**config.mk**
```make
export PLATFORM = sky130hd
export DESIGN_NAME = handshake_fifo_buffer
export DESIGN_NICKNAME = d
export VERILOG_FILES = /design/src/rtl/handshake_fifo_buffer.sv
export SDC_FILE = /design/constraint.sdc
export NUM_CORES = 1
export LEC_CHECK = 0
export ABC_CLOCK_PERIOD_IN_PS = 2200
export CORE_ASPECT_RATIO = 0.6
export CORE_MARGIN = 2
export CORE_UTILIZATION = 35
export DETAILED_ROUTE_END_ITERATION = 10
export HOLD_SLACK_MARGIN = 0.08
export PLACE_DENSITY = 0.68
export SLEW_MARGIN = 20
export SYNTH_ARGS = -nofsm -noshare
export SYNTH_HDL_FRONTEND = slang
export SYNTH_SLANG_ARGS = --single-unit
```
**constraint.sdc**
```tcl
create_clock -name clk -period 2.2 [get_ports clk]
set_clock_uncertainty 0.05 [all_clocks]
set_input_delay 0.22 -clock clk [delete_from_list [all_inputs] [get_ports clk]]
set_output_delay 0.22 -clock clk [all_outputs]
set_load 0.05 [all_outputs]
```
**src/rtl/handshake_fifo_buffer.sv**
```systemverilog
// Register-based elastic FIFO stage for valid/ready handshake channels.
// Define HANDSHAKE_FIFO_BYPASS_EN to enable the zero-latency empty path.
module handshake_fifo_buffer #(
    parameter int DATA_WIDTH = 32,
    parameter int DEPTH      = 4
) (
    input  logic                  clk,
    input  logic                  rst,
    input  logic [DATA_WIDTH-1:0] ins,
    input  logic                  ins_valid,
    output logic                  ins_ready,
    output logic [DATA_WIDTH-1:0] outs,
    output logic                  outs_valid,
    input  logic                  outs_ready
);
    localparam int PTR_W = $clog2(DEPTH);
    localparam int CNT_W = $clog2(DEPTH + 1);
    localparam logic [PTR_W-1:0] LAST = PTR_W'(DEPTH - 1);
    localparam logic [CNT_W-1:0] FULL = CNT_W'(DEPTH);

    logic [DATA_WIDTH-1:0] mem [DEPTH];
    logic [PTR_W-1:0]      head;
    logic [PTR_W-1:0]      tail;
    logic [CNT_W-1:0]      count;
    logic                  empty;
    logic                  push;
    logic                  store;
    logic                  drain;

    assign empty     = (count == '0);
    // Ready depends only on registered occupancy, never on outs_ready.
    assign ins_ready = !rst && (count != FULL);
    assign push      = ins_valid && ins_ready;
    assign drain     = outs_ready && !empty;

`ifdef HANDSHAKE_FIFO_BYPASS_EN
    assign outs_valid = !empty || (ins_valid && !rst);
    assign outs       = empty ? ins : mem[head];
    // A token that passes straight through while empty is never stored.
    assign store      = push && !(empty && outs_ready);
`else
    assign outs_valid = !empty;
    assign outs       = empty ? '0 : mem[head];
    assign store      = push;
`endif

    always_ff @(posedge clk) begin
        if (store) begin
            mem[tail] <= ins;
        end
    end

    always_ff @(posedge clk) begin
        if (rst) begin
            head  <= '0;
            tail  <= '0;
            count <= '0;
        end else begin
            if (store) begin
                tail <= (tail == LAST) ? '0 : tail + 1'b1;
            end
            if (drain) begin
                head <= (head == LAST) ? '0 : head + 1'b1;
            end
            case ({store, drain})
                2'b10:   count <= count + 1'b1;
                2'b01:   count <= count - 1'b1;
                default: count <= count;
            endcase
        end
    end
endmodule

```
==> key figures <==
Cells and area
  – Fin nets: 397
  – Finished Layout Cells: 570
  – ANT cells: 0
  – Register area: 4030 µm²
  – P&R area growth vs syn: 34.3%
  – Multi-input gate area: 1280 µm²
  – Fraction of layout cells with a size suffix above 1: 37.9%
  – FILL cells: 1275

Global routing
  – Vias in the first global route: 2943
  – Initial antenna violation count: 0
  – Gr usage total: 13.9%
  – Largest net degree at the start of global routing: 22
  – Overflow after GRT: 0
  – Global-route wire length before repair: 16.5 mm

Synth
  – Largest family of logic cells by synthesized area: multiplexers
  – Synth Net Count: 298
  – Ys flop type: edfxtp_1
  – Mux cell area share after synthesis: 13.9%
  – Seq cells post-synth: 137
  – Synth Area in Compound Gates: 0.602%
  – Post-synth EDFFs: 128
  – XOR/XNOR Fraction of Synth Area: 0.324%
  – Synthesized area: 5410 µm²
  – Yosys cell types: 25
  – Area share of and/or/nand/nor cells after synthesis: 6.48%
  – Synth Warn #: 0
  – Ys async rst share: 0%
  – Seq/Total Area, Yosys: 74.4%
  – Syn_area_per_cell: 21.2 µm²
  – Mapped Cells: 255
  – Post-Synth Adder-Cell Area: 1.76%

STA
  – RSZ-0062 raised after global routing: true
  – Hold Violations, Final: 0
  – # setup viols final: 0
  – Worst-margin pin slew: 0.349 ns
  – Slew margin rel.: 76.7%
  – Period utilization: 97.6%
  – Pins Over Slew Limit: 0
  – Fmax: 466 MHz
  – Post-route minimum period: 2.15 ns

CTS
  – Worst-path clk slew: 0.06 ns
  – CTS tree: built
  – CTS H-tree lvls: 4
  – CTS Hold Bufs: 0
  – Root Buffer: clkbuf_16
  – Worst-skew pair later-pin latency: 0.41 ns
  – CTS Buffer Depth: 2
  – CTS buffer count: 17
  – Clock sink count: 137

Floorplanning
  – Die Wd: 164 µm
  – Rows: 35
  – Initial core utilization: 35.5%
  – Die area: 16500 µm²
  – Ports: 70
  – Core box area: 15200 µm²
  – Die height: 100 µm

Worst setup path
  – CP Class: reg2out
  – Critical path cell sequence: buf_6, mux4_2, nor2b_1, buf_4
  – Startpoint types: flip-flop
  – CP Capture Type: output pin
  – Slowest cell on crit path: mux4_2
  – Arr. time, crit path: 1.88 ns
  – Largest stage delay, worst path: 0.51 ns
  – CP required: 1.93 ns
  – CP max FO: 6

Route
  – Detailed Routing Iterations Pass 1: 4
  – Drt first-iter violations: 164
  – Vias after detailed routing: 2712
  – Drt drc: 0
  – Post-DR vias/cell: 4.76
  – Post-DRT Antenna Nets: 0
  – Drt total wl: 10.7 mm
  – Routed len/inst: 18.7 µm

Power
  – Total Power: 9.71 mW
  – Power Density: 1340 nW/µm²
  – Lkg Pwr: 2.45 nW
  – Peak supply drop: 782 µV

Placed design
  – Dpl hpwl: 6.46 mm
  – Placed cells: 536
  – PortBufs: 69
  – Routability cong.: 0.729

Run status
  – Status: complete, no violations

Worst hold path
  – Worst hold path type: in2reg

Flow run
  – Max-cap violations: 0
layer usage:
metal,routed length (µm),up-vias,GRT usage (%)
li1,-,1212,-
met1,5070,1398,18.8
met2,4880,90,21.7
met3,626,12,4.05
met4,80,0,4.82
met5,0,-,0
worst max-delay path: cells and delay by family (launching register included):
family / cells / cell delay (ns)
simple gates: 1 / 0.16
buf+inv: 2 / 0.38
flops: 1 / 0.42
mux: 1 / 0.51
logic make-up after synthesis:
group / count (synthesis)
adders and majority gates: 7
and+or+nand+nor: 50
muxes: 35
buffers and inverters: 19
AOI/OAI and AO/OA: 5
DFF: 137
xor gates and xnor gates: 2
power by group:
part           internal (mW)  switching (mW)  total [mW]
Combinational           1.57            2.14        3.71
Sequential              3.06          0.0828        3.14
Clock                   1.78            1.07        2.86
Total                   6.41            3.30        9.71
path summary, 6_finish.rpt:
path                                             from  depth (start not counted)  slack, ns                    end
worst min register to register   head[0]$_SDFFE_PP0P_                          2       0.45              flip-flop
worst max register to register  count[1]$_SDFFE_PP0P_                          9       0.13  count[2]$_SDFFE_PP0P_
worst min-delay path                          ins[25]                          1       0.40   mem[3][25]$_DFFE_PP_
worst max-delay path                        flip-flop                          4       0.05                outs[9]
state kept, by name, summed over array words and instances, names as in the netlist, named ones only:
signal,count
count,3
tail,2
head,2
mem,128
metrics by stage:
step	setup slack (ns)	util, %	TNS [ns]	area [µm²]	hold slack, ns
2_1_floorplan	0.143	-	0	5410	0.269
3_3_place_gp	0.0277	43.2	0	6590	0.431
3_5_place_dp	-0.0289	43.2	-0.0289	6590	0.450
4_1_cts	-0.000337	47.4	-0.000337	7220	0.380
5_1_grt	-0.0293	47.7	-0.140	7260	0.403
6_report	0.0520	47.7	0	7260	0.400
what timing repair did:
item,4_1_cts,5_1_grt
setup buffers,0,0
gates resized for setup,2,6
gates cloned,1,1
endpoints found under the setup margin,16,12
cells in the final DEF (no fill, tap or decap):
master / n
edfxtp_1: 128
clkdlybuf4s50_1: 35
mux4_2: 32
buf_4: 32
nor2b_1: 23
buf_12: 21
clkbuf_16: 18
inv_1: 8
nor2_1: 8
dfxtp_1: 7
ha_1: 6
nor2b_4: 5
clkinv_2: 5
nor2b_2: 4
and2_2: 4
a21oi_1: 3
inv_6: 3
bufinv_16: 3
nor3b_4: 2
xor2_1: 2
or3_1: 2
mux2_1: 2
clkinv_4: 2
clkinvlp_4: 2
o31ai_2: 1
nor3_4: 1
nand2_1: 1
mux2i_1: 1
o21ai_0: 1
fa_1: 1
dfxtp_4: 1
dfxtp_2: 1
buf_16: 1
buf_6: 1
cell type report:
| type | instances | share of cell area [%] |
|---|---|---|
| clock buffer | 17 | 5.86 |
| clock inverter | 15 | 2.39 |
| inverter | 8 | 0.413 |
| multi-input combinational | 99 | 17.6 |
| sequential | 137 | 55.5 |
| tap | 203 | 3.50 |
| timing repair buffer | 91 | 14.8 |
Yosys cell counts, types with 2 or more instances:
library cell  instances  area (µm²)
nor2_1                8        30.0
edfxtp_1            128        3840
buf_2                 5        25.0
buf_12                3        60.1
ha_1                  6        75.1
mux4_2               32         721
xor2_1                2        17.5
dfxtp_1               9         180
mux2_1                2        22.5
nor2b_1              27         169
a21oi_1               3        15.0
and2_1                4        25.0
clkbuf_1              2        7.51
inv_1                 8        30.0
or3_1                 2        12.5
nor2b_4               5        68.8
Note: power is estimated with default switching activity, not from simulation.
